## src/rtl/tx_controller.sv

```systemverilog
// USB device transmit framer: SYNC, PID, FIFO payload, CRC-16, EOP request; optional DATA0/DATA1 toggling under TX_DATA_TOGGLE_EN.
// One-cycle latency from request/byte_done/eop_done to the next output pulse; paced entirely by serializer byte_done/eop_done.
module tx_controller #(
   parameter int MAX_BYTES = 64
) (
   input  logic       clk,
   input  logic       rst,
   input  logic       send_ack,
   input  logic       send_nack,
   input  logic       send_data,
   input  logic       host_ack,
   input  logic       toggle_clr,
   input  logic       fifo_empty,
   input  logic [7:0] fifo_data,
   output logic       fifo_rd,
   input  logic       byte_done,
   input  logic       eop_done,
   output logic [7:0] tx_byte,
   output logic       tx_load,
   output logic       eop_start,
   output logic       tx_busy,
   output logic       tx_done
);

   localparam int CW = $clog2(MAX_BYTES + 1);
   localparam logic [CW-1:0] MAX_CNT = CW'(MAX_BYTES);

   localparam logic [7:0] SYNC_B  = 8'h80;
   localparam logic [7:0] ACK_B   = 8'hD2;
   localparam logic [7:0] NAK_B   = 8'h5A;
   localparam logic [7:0] DATA0_B = 8'hC3;
   localparam logic [7:0] DATA1_B = 8'h4B;

   localparam logic [2:0] S_IDLE   = 3'd0;
   localparam logic [2:0] S_SYNC   = 3'd1;
   localparam logic [2:0] S_PID    = 3'd2;
   localparam logic [2:0] S_DATA   = 3'd3;
   localparam logic [2:0] S_CRC_LO = 3'd4;
   localparam logic [2:0] S_CRC_HI = 3'd5;
   localparam logic [2:0] S_EOP    = 3'd6;

   logic [2:0]    state;
   logic [15:0]   crc;
   logic [CW-1:0] count;
   logic [7:0]    pid;
   logic          pkt_data;
   logic [7:0]    data_pid;
   logic          any_req;

   // Reflected CRC-16 (0xA001), bits folded LSB first as they go on the wire.
   function automatic logic [15:0] crc_fold(input logic [15:0] c_in, input logic [7:0] b);
      logic [15:0] c;
      c = c_in;
      for (int i = 0; i < 8; i++) begin
         if (c[0] ^ b[i])
            c = (c >> 1) ^ 16'hA001;
         else
            c = c >> 1;
      end
      return c;
   endfunction

`ifdef TX_DATA_TOGGLE_EN
   logic toggle;
   logic last_was_data;

   assign data_pid = toggle ? DATA1_B : DATA0_B;

   always_ff @(posedge clk) begin
      if (rst) begin
         toggle        <= 1'b0;
         last_was_data <= 1'b0;
      end else begin
         if (toggle_clr)
            toggle <= 1'b0;
         else if (state == S_IDLE && host_ack && last_was_data) begin
            toggle        <= ~toggle;
            last_was_data <= 1'b0;
         end
         if (state == S_EOP && eop_done)
            last_was_data <= pkt_data;
      end
   end
`else
   logic unused_toggle_in;
   assign unused_toggle_in = host_ack | toggle_clr;
   assign data_pid = DATA0_B;
`endif

   assign any_req = send_ack | send_nack | send_data;

   always_ff @(posedge clk) begin
      if (rst) begin
         state     <= S_IDLE;
         tx_byte   <= 8'h00;
         tx_load   <= 1'b0;
         fifo_rd   <= 1'b0;
         eop_start <= 1'b0;
         tx_busy   <= 1'b0;
         tx_done   <= 1'b0;
         crc       <= 16'hFFFF;
         count     <= '0;
         pid       <= 8'h00;
         pkt_data  <= 1'b0;
      end else begin
         tx_load   <= 1'b0;
         fifo_rd   <= 1'b0;
         eop_start <= 1'b0;
         tx_done   <= 1'b0;
         case (state)
            S_IDLE: begin
               if (any_req) begin
                  tx_byte  <= SYNC_B;
                  tx_load  <= 1'b1;
                  tx_busy  <= 1'b1;
                  crc      <= 16'hFFFF;
                  count    <= '0;
                  pkt_data <= ~send_ack & ~send_nack;
                  pid      <= send_ack ? ACK_B : (send_nack ? NAK_B : data_pid);
                  state    <= S_SYNC;
               end
            end
            S_SYNC: begin
               if (byte_done) begin
                  tx_byte <= pid;
                  tx_load <= 1'b1;
                  state   <= S_PID;
               end
            end
            S_PID: begin
               if (byte_done) begin
                  if (!pkt_data) begin
                     eop_start <= 1'b1;
                     state     <= S_EOP;
                  end else if (fifo_empty) begin
                     tx_byte <= ~crc[7:0];
                     tx_load <= 1'b1;
                     state   <= S_CRC_LO;
                  end else begin
                     tx_byte <= fifo_data;
                     tx_load <= 1'b1;
                     fifo_rd <= 1'b1;
                     crc     <= crc_fold(crc, fifo_data);
                     count   <= CW'(1);
                     state   <= S_DATA;
                  end
               end
            end
            S_DATA: begin
               // Limit check comes before the increment, so count never wraps.
               if (byte_done) begin
                  if (fifo_empty || count == MAX_CNT) begin
                     tx_byte <= ~crc[7:0];
                     tx_load <= 1'b1;
                     state   <= S_CRC_LO;
                  end else begin
                     tx_byte <= fifo_data;
                     tx_load <= 1'b1;
                     fifo_rd <= 1'b1;
                     crc     <= crc_fold(crc, fifo_data);
                     count   <= count + 1'b1;
                  end
               end
            end
            S_CRC_LO: begin
               if (byte_done) begin
                  tx_byte <= ~crc[15:8];
                  tx_load <= 1'b1;
                  state   <= S_CRC_HI;
               end
            end
            S_CRC_HI: begin
               if (byte_done) begin
                  eop_start <= 1'b1;
                  state     <= S_EOP;
               end
            end
            S_EOP: begin
               if (eop_done) begin
                  tx_done <= 1'b1;
                  tx_busy <= 1'b0;
                  state   <= S_IDLE;
               end
            end
            default: state <= S_IDLE;
         endcase
      end
   end

endmodule

```

## config.mk

```make
export PLATFORM = sky130hd
export DESIGN_NAME = tx_controller
export DESIGN_NICKNAME = d
export VERILOG_FILES = /design/src/rtl/tx_controller.sv
export SDC_FILE = /design/constraint.sdc
export NUM_CORES = 1
export LEC_CHECK = 0
export ABC_AREA = 1
export BUFFER_PORTS_ARGS = -buffer_cell sky130_fd_sc_hd__buf_2
export CORE_MARGIN = 2
export CORE_UTILIZATION = 57
export DETAILED_ROUTE_END_ITERATION = 12
export PLACE_DENSITY = 0.79
export SLEW_MARGIN = 5
export SYNTH_ARGS = -nofsm -noshare
export SYNTH_HDL_FRONTEND = slang
export SYNTH_SLANG_ARGS = --single-unit
export TNS_END_PERCENT = 20
```

## constraint.sdc

```tcl
create_clock -name clk -period 2 [get_ports clk]
set_input_delay 0.3 -clock clk [delete_from_list [all_inputs] [get_ports clk]]
set_output_delay 0.3 -clock clk [all_outputs]
set_load 0.01 [all_outputs]
```

## Word-level counts from Yosys, hierarchy flattened

Cells that the tools add are included.

- Add/subtract/negate cells: 1
- Equal/unequal tests: 18
- Muxes and demuxes: 132
- Bitwise logic cells: 38
- Reduce and logical (&&, ||, !) cells: 12

Operators with widths:

| operator | number |
|---|---|
| 16-bit two-way mux | 84 |
| 8-bit two-way mux | 10 |
| 16-bit one-hot mux with 3 select lines | 1 |
| 2-bit NOT with 3-bit output | 15 |
| 7-bit two-way mux | 6 |
| 8-bit one-hot mux with 5 select lines | 1 |
| 3-bit two-way mux | 10 |
| 2-bit inequality test (second input constant) | 11 |
| 3-bit one-hot mux with 7 select lines | 1 |
| 7-bit one-hot mux with 3 select lines | 1 |
| 8-bit NOT | 2 |
| 1-bit bitwise XOR | 15 |
| 1-bit two-way mux | 14 |
| 7-bit AND reduction | 2 |
| 3-bit == test (second input constant) | 3 |
| 8-bit AND reduction | 1 |
| 7-bit by 1-bit adder with 7-bit output (second input constant) | 1 |
| 7-bit == test (second input constant) | 1 |
| 3-bit by 2-bit == test with 1-bit output (second input constant) | 2 |
| 1-bit one-hot mux with 2 select lines | 3 |
| 5-bit nonzero test | 1 |
| 3-bit by 1-bit == test with 1-bit output (second input constant) | 1 |
| 3-bit logical NOT | 1 |
| 1-bit NOT | 3 |
| other kinds (10) | 11 |

- Register bits after elaboration: 48
- Bits of input ports: 18

## Depth between registers and ports, before layout

Gate-level depths: netlist of run 1.

- Depth after elaboration: 55
- Mapped depth: 19
- Gate-level depth less buffers: 19

## Worst setup path before layout of run 1

OpenSTA, ideal clock, no wires.

- Path type: register to register
- Start point: reg crc[0]
- End point: reg crc[0]
- Arrival: 1.659 ns
- Required time: 1.885 ns
- Slack: 0.226 ns
- Cell stages (with the launch flop): 20
- Buffers on the path: 0
- Clock period less this slack: 1.774 ns
- Cells stage by stage: dfxtp_1 inv_1 nand2_1 nand2_1 nand2_1 nand2_1 nand2_1 nand2_1 nand2_1 nand2_2 nand2_1 nand3_1 nand2_2 nand2_1 nand3_1 nand2_1 nand2_1 nand3_1 nand2_1 nand2_1

- Cells in the longest elaborated chain, start to end: 55
- Elaborated cells on any way between the ends: 99
- Classes of those cells: mux (84); bitwise (15)

RTL lines:

| item | line | text |
|---|---|---|
| start: declaration | 43 | `logic [15:0] crc;` |
| start signal: assignment | 143 | `crc <= crc_fold(crc, fifo_data);` |
| start signal: assignment | 160 | `crc <= crc_fold(crc, fifo_data);` |
| 1-bit bitwise XOR (*) | 55 | `if (c[0] ^ b[i])` |
| 16-bit two-way mux (*) | 55 |  |
| 16-bit two-way mux | 135 | `end else if (fifo_empty) begin` |
| 16-bit two-way mux | 132 | `if (!pkt_data) begin` |
| 16-bit two-way mux | 131 | `if (byte_done) begin` |
| 16-bit two-way mux | 110 | `case (state)` |
| 16-bit two-way mux | 93 | `if (rst) begin` |
| 1-bit bitwise XOR | 55 |  |
| [... 39 more ...] | - |  |
| 16-bit two-way mux | 110 |  |
| 16-bit two-way mux | 93 |  |
| 1-bit bitwise XOR | 55 |  |
| 16-bit two-way mux | 55 |  |
| 16-bit two-way mux | 135 |  |
| 16-bit two-way mux | 132 |  |
| 16-bit two-way mux | 131 |  |
| 16-bit one-hot mux with 3 select lines (*) | 110 |  |

Every way passes the cells marked *; elsewhere a longest branch is shown, timed or not. The select of a mux whose other input is x is not followed.
A chain may end at the register's enable or synchronous reset.

## Final worst setup path of run 1

- Start point: reg state[2]
- End point: reg crc[10]

- Cells in the longest elaborated chain, start to end: 3
- Elaborated cells on any way between the ends: 12
- Classes of those cells: eq/ne (8); mux (1); reduce/logical (3)

RTL lines:

| item | line | text |
|---|---|---|
| start: declaration | 42 | `logic [2:0] state;` |
| start signal: assignment | 94 | `state <= S_IDLE;` |
| start signal: assignment | 120 | `state <= S_SYNC;` |
| start signal: assignment | 127 | `state <= S_PID;` |
| 3-bit by 2-bit == test with 1-bit output / 3-bit logical NOT (equally long branches) | 110 |  |
| 2-bit inequality test (no line) / 3-bit nonzero test (equally long branches) | - |  |
| 7-bit AND reduction (no line) | - |  |

Parallel ways exist; a longest one is shown, timed or not.

==> results of run 1 <==
[metrics by stage]
stage          setup TNS [ns]  total power, mW  setup WS, ns
6_report                    0             4.39        0.0546
2_1_floorplan               0             2.70         0.226
3_5_place_dp          -0.0550             3.40       -0.0303
5_1_grt                -0.104             4.76       -0.0357
4_1_cts                     0             4.21       0.00106
3_3_place_gp                0             3.36        0.0404
[layout make-up]
cell class              instances  area share [%]
multi-input cells             247            45.9
inverters                      43            5.69
repair buffers                 50            10.7
clock buffers                   5            2.41
well taps                      50            2.19
flip-flops and latches         44            31.1
clock inverters                 2            2.10
[critical path, stage by stage, from the launching register on]
cell     delay [ns]
dfxtp_1        0.45
nor2_4         0.09
inv_2          0.11
nor2_1         0.06
nor4_2         0.26
nand3_2        0.20
buf_4          0.19
buf_4          0.18
a211o_1        0.30
[sequential cells by signal (all words and copies together) (netlist names)]
name	cells
crc	16
count	7
tx_done	1
tx_byte	8
state	3
pkt_data	1
tx_busy	1
fifo_rd	1
tx_load	1
eop_start	1
pid	4
[synthesized netlist by cell type]
master     count
a221oi_1       1
nor2_2         3
clkbuf_1       6
nand3_1       19
a2111oi_0      1
a211o_1        1
nand2_1       77
o2111ai_1      1
inv_2          4
xor2_1         3
nor3_1         6
and3_1         1
nor4_1         3
dfxtp_1       44
a21oi_1       33
a211oi_1       2
buf_2          2
clkinv_2       1
o21ai_1        3
nor2_1        34
nor2_4         1
o211ai_1       6
nor3b_1        2
o31ai_1        1
a31oi_1        1
o21ai_0       30
nand3_2        1
nor4_2         1
nand2_2        4
ha_1           2
nand4_1        3
o221ai_1       2
inv_1         38
xnor2_1        5
[what timing repair did]
action,4_1_cts,5_1_grt
pin swaps,0,2
endpoints found under the setup margin,2,30
buffers inserted,0,2
gates cloned,0,0
resized for setup,2,27
[worst max-delay path by stage]
stage | from | to
2_1_floorplan | crc[0] | crc[0]
3_3_place_gp | fifo_data[2] | crc[0]
3_5_place_dp | fifo_data[2] | crc[0]
4_1_cts | state[1] | tx_byte[0]
5_1_grt | state[2] | count[6]
6_report | state[2] | crc[10]
[logic make-up (layout without fill, tap and decap cells)]
family | Yosys count | count (layout) | share of synthesized area [%]
AND/OR/NAND/NOR | 155 | 155 | 29.4
AO/OA/AOI/OAI | 82 | 82 | 19.8
buffers and inverters | 51 | 100 | 8.46
flip-flops | 44 | 44 | 38.2
XOR/XNOR | 8 | 8 | 3.04
adder cells (fa/ha/maj) | 2 | 2 | 1.09
[per-layer routing]
layer / part of all wire, % / routed length [µm] / GRT usage (%) / vias up
met5: 0 / 0 / 0 / -
li1: - / - / - / 1225
met1: 41 / 2460 / 33.8 / 1104
met3: 7.5 / 450 / 5.17 / 10
met4: 1.8 / 110 / 11.0 / 0
met2: 49 / 2960 / 46.9 / 90
[report_power, final]
group	switching, mW	internal (mW)
logic	1.42	0.877
registers	0.176	1.12
clock network	0.308	0.492
==> impl_metrics.env, run 1 <==
export IMPL_status="completed"
export IMPL_wirelength_um=5980
export IMPL_layout_drive_gt1_share_pct=24.8
export IMPL_p_leak_nw=1.31
export IMPL_grt_max_degree=25
export IMPL_ff_latch_area_um2=887
export IMPL_antenna_cells=0
export IMPL_ctsLongestPathBuffers=2
export IMPL_min_to="pid[3]"
export IMPL_syn_num_nets=362
export IMPL_final_area_um2=2860
export IMPL_grt_pass1_wl_um=9430
export IMPL_hold_buffers=0
export IMPL_syn_avg_cell_area_um2=6.74
export IMPL_cp_arrival_ns=2.14
export IMPL_final_hold_viol_count=0
export IMPL_dr_first_iter_drc_count=198
export IMPL_fin_util_pct=72.5
export IMPL_place_area_um2=2630
export IMPL_place_hpwl_um=4200
export IMPL_gp_congestion=0.921
export IMPL_skew_ns=0.00415
export IMPL_ys_seq_area_share_pct=38.2
export IMPL_ys_seq_elements=44
export IMPL_ioPinCount=31
export IMPL_instances_no_fill=441
export IMPL_yosys_warnings=0
export IMPL_hold_path_class="in -> reg"
export IMPL_grt_ovfl_total=0
export IMPL_start_util_pct=58.5
export IMPL_syn_to_final_growth_pct=23.9
export IMPL_cts_root_buf="clkbuf_8"
export IMPL_ys_top_cells_by_area="dfxtp_1 38%, nand2_1 13%, a21oi_1 7.2%, o21ai_0 6.5%, inv_1 6.2%"
export IMPL_core_um2=3940
export IMPL_synth_cell_types=34
export IMPL_hold_ws_ns=0.284
export IMPL_rsz0062_at_grt="yes"
export IMPL_hp_start="send_nack"
export IMPL_synth_top_cell_area_share_pct=38.2
export IMPL_synth_area_um2=2310
export IMPL_viasPerCell=5.51
export IMPL_irDropWorstVdd_mv=0.829
export IMPL_min_period_over_period_pct=97.3
export IMPL_max_freq_ghz=0.514
export IMPL_fin_crit_ns=1.95
export IMPL_antenna_found_initial=0
export IMPL_cts_sinks=44
export IMPL_first_global_vias=2165
export IMPL_path_clk_slew_ns=0.08
export IMPL_nFillCells=328
export IMPL_vias=2429
export IMPL_startpoint_type="flop"
export IMPL_r2r_slack_ns=0.05
export IMPL_grtUsageTotal_pct=27.5
export IMPL_die_area_um2=4570
export IMPL_slew_viol_final=0
export IMPL_die_height_um=67.6
export IMPL_numPortBuffers=28
export IMPL_cts_tree="done"
export IMPL_maxCapViolations=0
export IMPL_routedWlPerCell_um=13.6
export IMPL_path_max_fanout=11
export IMPL_worstSetupPathType="reg -> reg"
export IMPL_reg2regPathDepth=8
export IMPL_drt_pass1_iterations=4
export IMPL_h_tree_depth=2
export IMPL_endpoint_kind="flop"
export IMPL_fp_row_count=23
export IMPL_fp_dieW_um=67.6
export IMPL_slew_headroom_pct=70.8
export IMPL_hold_path_depth=3
export IMPL_cts_made_buffers=5
export IMPL_r2r_end="crc[10]"
export IMPL_clkLatencyLatePin_ns=0.30
export IMPL_netlist_top_cell_by_area="dfxtp_1"
export IMPL_setup_violations=0
export IMPL_final_net_count=411
export IMPL_place_inst=432
export IMPL_multi_input_area_um2=1310
export IMPL_drc=0
export IMPL_worst_pin_slew_ns=0.435
export IMPL_reg2reg_from="state[2]"
export IMPL_required_ns=2.20
export IMPL_ant_nets=0
export IMPL_syn_inst=342
export IMPL_power_density_nw_per_um2=1540
export IMPL_final_cell_mix="67 x nand2_1, 41 x dfxtp_1, 37 x inv_1"
export IMPL_layout_commonest_cell="nand2_1"
No activity file was read; power rests on OpenSTA's default activity.
==> run 2, diff against run 1 <==
--- a/config.mk
+++ b/config.mk
@@ -8,10 +8,9 @@
 export ABC_AREA = 1
 export BUFFER_PORTS_ARGS = -buffer_cell sky130_fd_sc_hd__buf_2
 export CORE_MARGIN = 2
-export CORE_UTILIZATION = 57
+export CORE_UTILIZATION = 45
 export DETAILED_ROUTE_END_ITERATION = 12
-export PLACE_DENSITY = 0.79
-export SLEW_MARGIN = 5
+export SLEW_MARGIN = 10
 export SYNTH_ARGS = -nofsm -noshare
 export SYNTH_HDL_FRONTEND = slang
 export SYNTH_SLANG_ARGS = --single-unit
==> run 2 against run 1 <==
Largest cell class unchanged; worst setup slack improved by 0.070 ns; global-route usage shrank 4.6 points; hold slack worse by 0.00071 ns; first-iteration DRC count decreased by 44%; fmax up 3.7%; critical path type unchanged.
==> impl_metrics.env, run 2 (synthesized netlist as in run 1, its figures left out) <==
export IMPL_r2r_slack_ns=0.12
export IMPL_grt_max_degree=25
export IMPL_cp_arrival_ns=2.10
export IMPL_hold_path_class="in -> reg"
export IMPL_p_leak_nw=1.32
export IMPL_slew_headroom_pct=67.1
export IMPL_dr_wl_met2_um=3040
export IMPL_die_height_um=75.6
export IMPL_gp_congestion=0.891
export IMPL_max_freq_ghz=0.533
export IMPL_antenna_found_initial=0
export IMPL_wirelength_um=6260
export IMPL_antenna_cells=0
export IMPL_layout_commonest_cell="nand2_1"
export IMPL_grt_ovfl_total=0
export IMPL_largest_register_ffs=16
export IMPL_cts_tree="done"
export IMPL_fp_dieW_um=75.6
export IMPL_clkLatencyLatePin_ns=0.30
export IMPL_worstSetupPathType="reg -> reg"
export IMPL_path_clk_slew_ns=0.09
export IMPL_slew_viol_final=0
export IMPL_endpoint_kind="flop"
export IMPL_core_um2=5010
export IMPL_path_max_fanout=6
export IMPL_status="completed"
export IMPL_dr_first_iter_drc_count=110
export IMPL_drc=0
export IMPL_hold_ws_ns=0.283
export IMPL_instances_no_fill=461
export IMPL_irDropWorstVdd_mv=0.592
export IMPL_ctsLongestPathBuffers=2
export IMPL_maxCapViolations=0
export IMPL_fin_util_pct=57.8
export IMPL_vias=2354
export IMPL_cts_root_buf="clkbuf_8"
export IMPL_final_net_count=410
export IMPL_worst_pin_slew_ns=0.490
export IMPL_grtUsageTotal_pct=22.9
export IMPL_wl_met3_um=268
export IMPL_top_register="crc"
export IMPL_h_tree_depth=2
export IMPL_ioPinCount=31
export IMPL_cts_sinks=44
export IMPL_top_regs="crc (16), tx_byte (8), count (7)"
export IMPL_final_cell_mix="66 x nand2_1, 40 x dfxtp_1, 37 x inv_1"
export IMPL_power_density_nw_per_um2=1480
export IMPL_skew_ns=0.00368
export IMPL_setup_violations=0
export IMPL_final_hold_viol_count=0
export IMPL_grt_pass1_wl_um=9830
export IMPL_required_ns=2.23
export IMPL_syn_to_final_growth_pct=25.6
export IMPL_fin_crit_ns=1.88
export IMPL_ant_nets=0
export IMPL_top_layer="met4"
export IMPL_place_inst=452
export IMPL_routedWlPerCell_um=13.6
export IMPL_fp_row_count=26
export IMPL_min_period_over_period_pct=93.8
export IMPL_cts_made_buffers=5
export IMPL_first_global_vias=2119
export IMPL_drt_pass1_iterations=4
export IMPL_layout_drive_gt1_share_pct=25.6
export IMPL_numPortBuffers=28
export IMPL_viasPerCell=5.11
export IMPL_wl_met1_um=2850
export IMPL_die_area_um2=5710
export IMPL_place_hpwl_um=4450
export IMPL_start_util_pct=46.0
export IMPL_startpoint_type="flop"
export IMPL_rsz0062_at_grt="yes"
run 2: changes by cell type in the layout (fill, tap and decap cells not counted), sizes merged:
cell	change
clkbuf	+1
bufinv	-2
clkinvlp	+2
buf	-1
run 2: path summary, 6_finish.rpt:
check,cells past startpoint,from,end
worst max-delay path,11,state[0],count[6]
worst min-delay path,3,send_nack,pid[3]
worst max register to register,11,state[0],count[6]
worst min register to register,2,tx_byte[1],tx_byte[1]
run 2: power breakdown:
group	total, mW	internal (mW)	switching, mW
Combinational	2.39	0.916	1.48
Sequential	1.29	1.12	0.171
Clock	0.610	0.280	0.330
run 2: worst max-delay path, cell delays in order, from the launching register on:
cell and delay [ns]:
dfxtp_1 0.33, inv_1 0.15, nor2_1 0.12, nor4_2 0.30
nand3_2 0.21, clkinv_2 0.13, nand2_2 0.07, nor2_4 0.09
nand2_2 0.07, nor2_2 0.10, a21oi_1 0.07, nor3_1 0.16
run 2: repair_timing:
action / CTS / global route
setup endpoints to repair: 0 / 28
setup buffers: 0 / 1
hold buffers: 0 / 0
resized for setup: 0 / 34
run 2: cell type report:
type / instances / area (µm²)
clock buffers: 6 / 82.6
clock inverters: 2 / 15.0
fillers: 535 / 2110
inverters: 43 / 163
multi-input cells: 247 / 1350
flip-flops and latches: 44 / 891
well taps: 70 / 87.6
repair buffers: 49 / 310
run 2: metrics by stage:
step                TNS (ns)  power [mW]  instance area, µm²  setup slack [ns]
CTS                        0        4.09                2760            0.0113
finish                     0        4.30                2900             0.125
floorplan                  0        2.70                2310             0.226
global route          -0.141        4.67                2900           -0.0570
detailed placement   -0.0201        3.47                2660           -0.0141
global placement           0        3.44                2660            0.0261
run 2: layer usage:
metal  vias up  GRT usage [%]
li1       1226              -
met1      1075           29.9
met2        42           38.2
met3        11           4.50
met4         0           7.41
met5         -              0
==> run 3, diff against run 2 <==
--- a/config.mk
+++ b/config.mk
@@ -5,8 +5,7 @@
 export SDC_FILE = /design/constraint.sdc
 export NUM_CORES = 1
 export LEC_CHECK = 0
-export ABC_AREA = 1
-export BUFFER_PORTS_ARGS = -buffer_cell sky130_fd_sc_hd__buf_2
+export BUFFER_PORTS_ARGS = -buffer_cell sky130_fd_sc_hd__clkbuf_2
 export CORE_MARGIN = 2
 export CORE_UTILIZATION = 45
 export DETAILED_ROUTE_END_ITERATION = 12
==> run 3 against run 2 <==
Clock skew grew 0.0037 ns; register-to-register slack worse by 0.05 ns; die area up 2.5%; synthesized area is 2.6% higher; hold slack improved by 0.0038 ns; via count down 2.8%; global-route usage decreased by 1.4 points; combinational power down 49%; fmax shrank 2.4%; critical path type unchanged; total power down 31%; synthesized cell count decreased by 15%; sequential share of layout area down 1.6 points.
==> impl_metrics.env, run 3 <==
export IMPL_maxCapViolations=0
export IMPL_final_cell_mix="41 x dfxtp_1, 37 x buf_4, 28 x clkbuf_2"
export IMPL_tns_ns=0
export IMPL_die_area_um2=5850
export IMPL_die_height_um=76.5
export IMPL_cp_slowest_cell="dfxtp_2"
export IMPL_slew_viol_final=0
export IMPL_synth_flop_cell="dfxtp_1"
export IMPL_synth_fa_ha_area_share_pct=1.06
export IMPL_cp_arrival_ns=2.11
export IMPL_synth_compound_area_share_pct=24.0
export IMPL_grtUsageTotal_pct=21.5
export IMPL_reg2regPathDepth=8
export IMPL_wirelength_um=6160
export IMPL_synth_edf_count=0
export IMPL_ys_top_cells_by_area="dfxtp_1 37%, a21oi_1 5.7%, o21ai_0 4.7%, nor3_1 4.4%, xnor2_1 4.4%"
export IMPL_skew_ns=0.00735
export IMPL_grt_ovfl_total=0
export IMPL_wl_met3_um=280
export IMPL_ys_seq_area_share_pct=37.2
export IMPL_cp_slowest_stage_delay_ns=0.34
export IMPL_fp_row_count=26
export IMPL_fin_crit_ns=1.92
export IMPL_crit_chain="nor4b_4, buf_4, a31oi_4, o211ai_2, buf_4, buf_4, a21oi_1, a211o_1"
export IMPL_power_density_nw_per_um2=975
export IMPL_ctsLongestPathBuffers=2
export IMPL_r2r_slack_ns=0.08
export IMPL_ant_nets=0
export IMPL_final_hold_viol_count=0
export IMPL_slew_headroom_pct=69.8
export IMPL_cts_tree="done"
export IMPL_dr_first_iter_drc_count=128
export IMPL_min_to="tx_done"
export IMPL_routedWlPerCell_um=14.8
export IMPL_numPortBuffers=28
export IMPL_max_freq_ghz=0.521
export IMPL_netlist_top_cell_by_area="dfxtp_1"
export IMPL_hold_path_class="in -> reg"
export IMPL_yosys_top_cells_count="44 x dfxtp_1, 27 x a21oi_1, 27 x nor2_1"
export IMPL_layout_drive_gt1_share_pct=28.5
export IMPL_cts_made_buffers=5
export IMPL_syn_avg_cell_area_um2=8.16
export IMPL_irDropWorstVdd_mv=0.375
export IMPL_grt_pass1_wl_um=10300
export IMPL_top_regs="crc (16), tx_byte (8), count (7)"
export IMPL_hp_start="eop_done"
export IMPL_worst_pin_slew_ns=0.453
export IMPL_yosys_warnings=0
export IMPL_status="completed"
export IMPL_ys_seq_elements=44
export IMPL_final_net_count=366
export IMPL_path_max_fanout=13
export IMPL_wl_met1_um=2800
export IMPL_endpoint_kind="flop"
export IMPL_synth_area_um2=2370
export IMPL_core_um2=5070
export IMPL_reg2reg_from="count[3]"
export IMPL_synth_area_mux_share_pct=0
export IMPL_instances_no_fill=417
export IMPL_antenna_found_initial=0
export IMPL_crit_buf_inv=3
export IMPL_rsz0062_at_grt="yes"
export IMPL_viasPerCell=5.48
export IMPL_grt_max_degree=26
export IMPL_clkLatencyLatePin_ns=0.30
export IMPL_required_ns=2.19
export IMPL_place_hpwl_um=4460
export IMPL_cts_root_buf="clkbuf_8"
export IMPL_synth_top_cell_area_share_pct=37.2
export IMPL_fp_dieW_um=76.5
export IMPL_vias=2287
export IMPL_ioPinCount=31
export IMPL_synthArstFlopShare_pct=0
export IMPL_yosysMostFrequentCell="dfxtp_1"
export IMPL_syn_num_nets=310
export IMPL_path_clk_slew_ns=0.09
export IMPL_total_power_mw=2.95
export IMPL_synth_cell_types=53
export IMPL_largest_register_ffs=16
export IMPL_drt_pass1_iterations=4
export IMPL_h_tree_depth=2
export IMPL_place_inst=405
export IMPL_dr_wl_met2_um=3000
export IMPL_synth_simple_area_share_pct=21.5
export IMPL_start_util_pct=46.6
export IMPL_syn_inst=290
export IMPL_hold_path_depth=3
export IMPL_antenna_cells=0
export IMPL_setup_violations=0
export IMPL_worstSetupPathType="reg -> reg"
export IMPL_cts_sinks=44
export IMPL_drc=0
export IMPL_synth_top_family_by_area="compound AO/OA/AOI/OAI gates"
export IMPL_top_layer="met4"
export IMPL_startpoint_type="flop"
export IMPL_first_global_vias=2193
export IMPL_min_period_over_period_pct=96.1
export IMPL_p_leak_nw=1.17
export IMPL_layout_commonest_cell="dfxtp_1"
export IMPL_cp_top_family="compound AO/OA/AOI/OAI gates"
export IMPL_top_register="crc"
export IMPL_r2r_end="crc[7]"
export IMPL_gp_congestion=0.886
export IMPL_cpMostUsedCell="buf_4"
export IMPL_synth_xor_xnor_area_share_pct=11.4
export IMPL_syn_to_final_growth_pct=28.0
-- run 3: through the flow --
stage | instance area (µm²) | hold slack, ns | util [%] | worst slack, ns
floorplan | 2370 | 0.432 | - | 0.0677
global placement | 2820 | 0.446 | 55.6 | -0.0269
detailed placement | 2820 | 0.447 | 55.6 | -0.0445
CTS | 2940 | 0.290 | 58.0 | 0.0328
global route | 3030 | 0.291 | 59.7 | -0.0242
finish | 3030 | 0.287 | 59.7 | 0.0788
-- run 3: what timing repair did --
item	CTS	global route
hold buffers	0	0
endpoints found under the setup margin	11	19
pin swaps	1	4
resized for setup	1	12
setup buffers	0	4
-- run 3: final cells by class --
cell class / count / area (µm²)
flip-flops and latches: 44 / 885
well taps: 70 / 87.6
fillers: 486 / 2050
repair buffers: 68 / 478
clock buffers: 5 / 68.8
clock inverters: 3 / 46.3
multi-input cells: 217 / 1430
inverters: 10 / 37.5
-- run 3: tightest hold or removal path, cell delays in order --
cell	delay, ns
clkbuf_2	0.10
nand4b_1	0.11
nor2_1	0.04
-- run 3: where the power goes --
group          switching [mW]  internal [mW]
logic                   0.642          0.584
clock network           0.330          0.376
registers              0.0640          0.959
-- run 3: logic make-up after synthesis --
kind of cell	count (synthesis)
compound gates	87
simple gates	106
xor+xnor	22
flops	44
fa+ha+maj	2
buf+inv	29
-- run 3: worst max path at each step --
stage / cells after the start / slack [ns] / end / from
after global placement: 8 / -0.03 / tx_byte[1] / count[3]
after detailed placement: 8 / -0.04 / tx_byte[6] / count[3]
after global routing: 8 / -0.02 / count[6] / count[0]
after floorplan: 8 / 0.07 / tx_byte[5] / count[0]
final: 8 / 0.08 / crc[7] / count[3]
after CTS: 8 / 0.03 / count[5] / count[0]
-- run 3: routing by layer --
| metal | global-route usage [%] | up-vias |
|---|---|---|
| met5 | 0 | - |
| met4 | 6.00 | 0 |
| met3 | 3.67 | 7 |
| met2 | 36.6 | 50 |
| met1 | 28.1 | 1087 |
| li1 | - | 1143 |
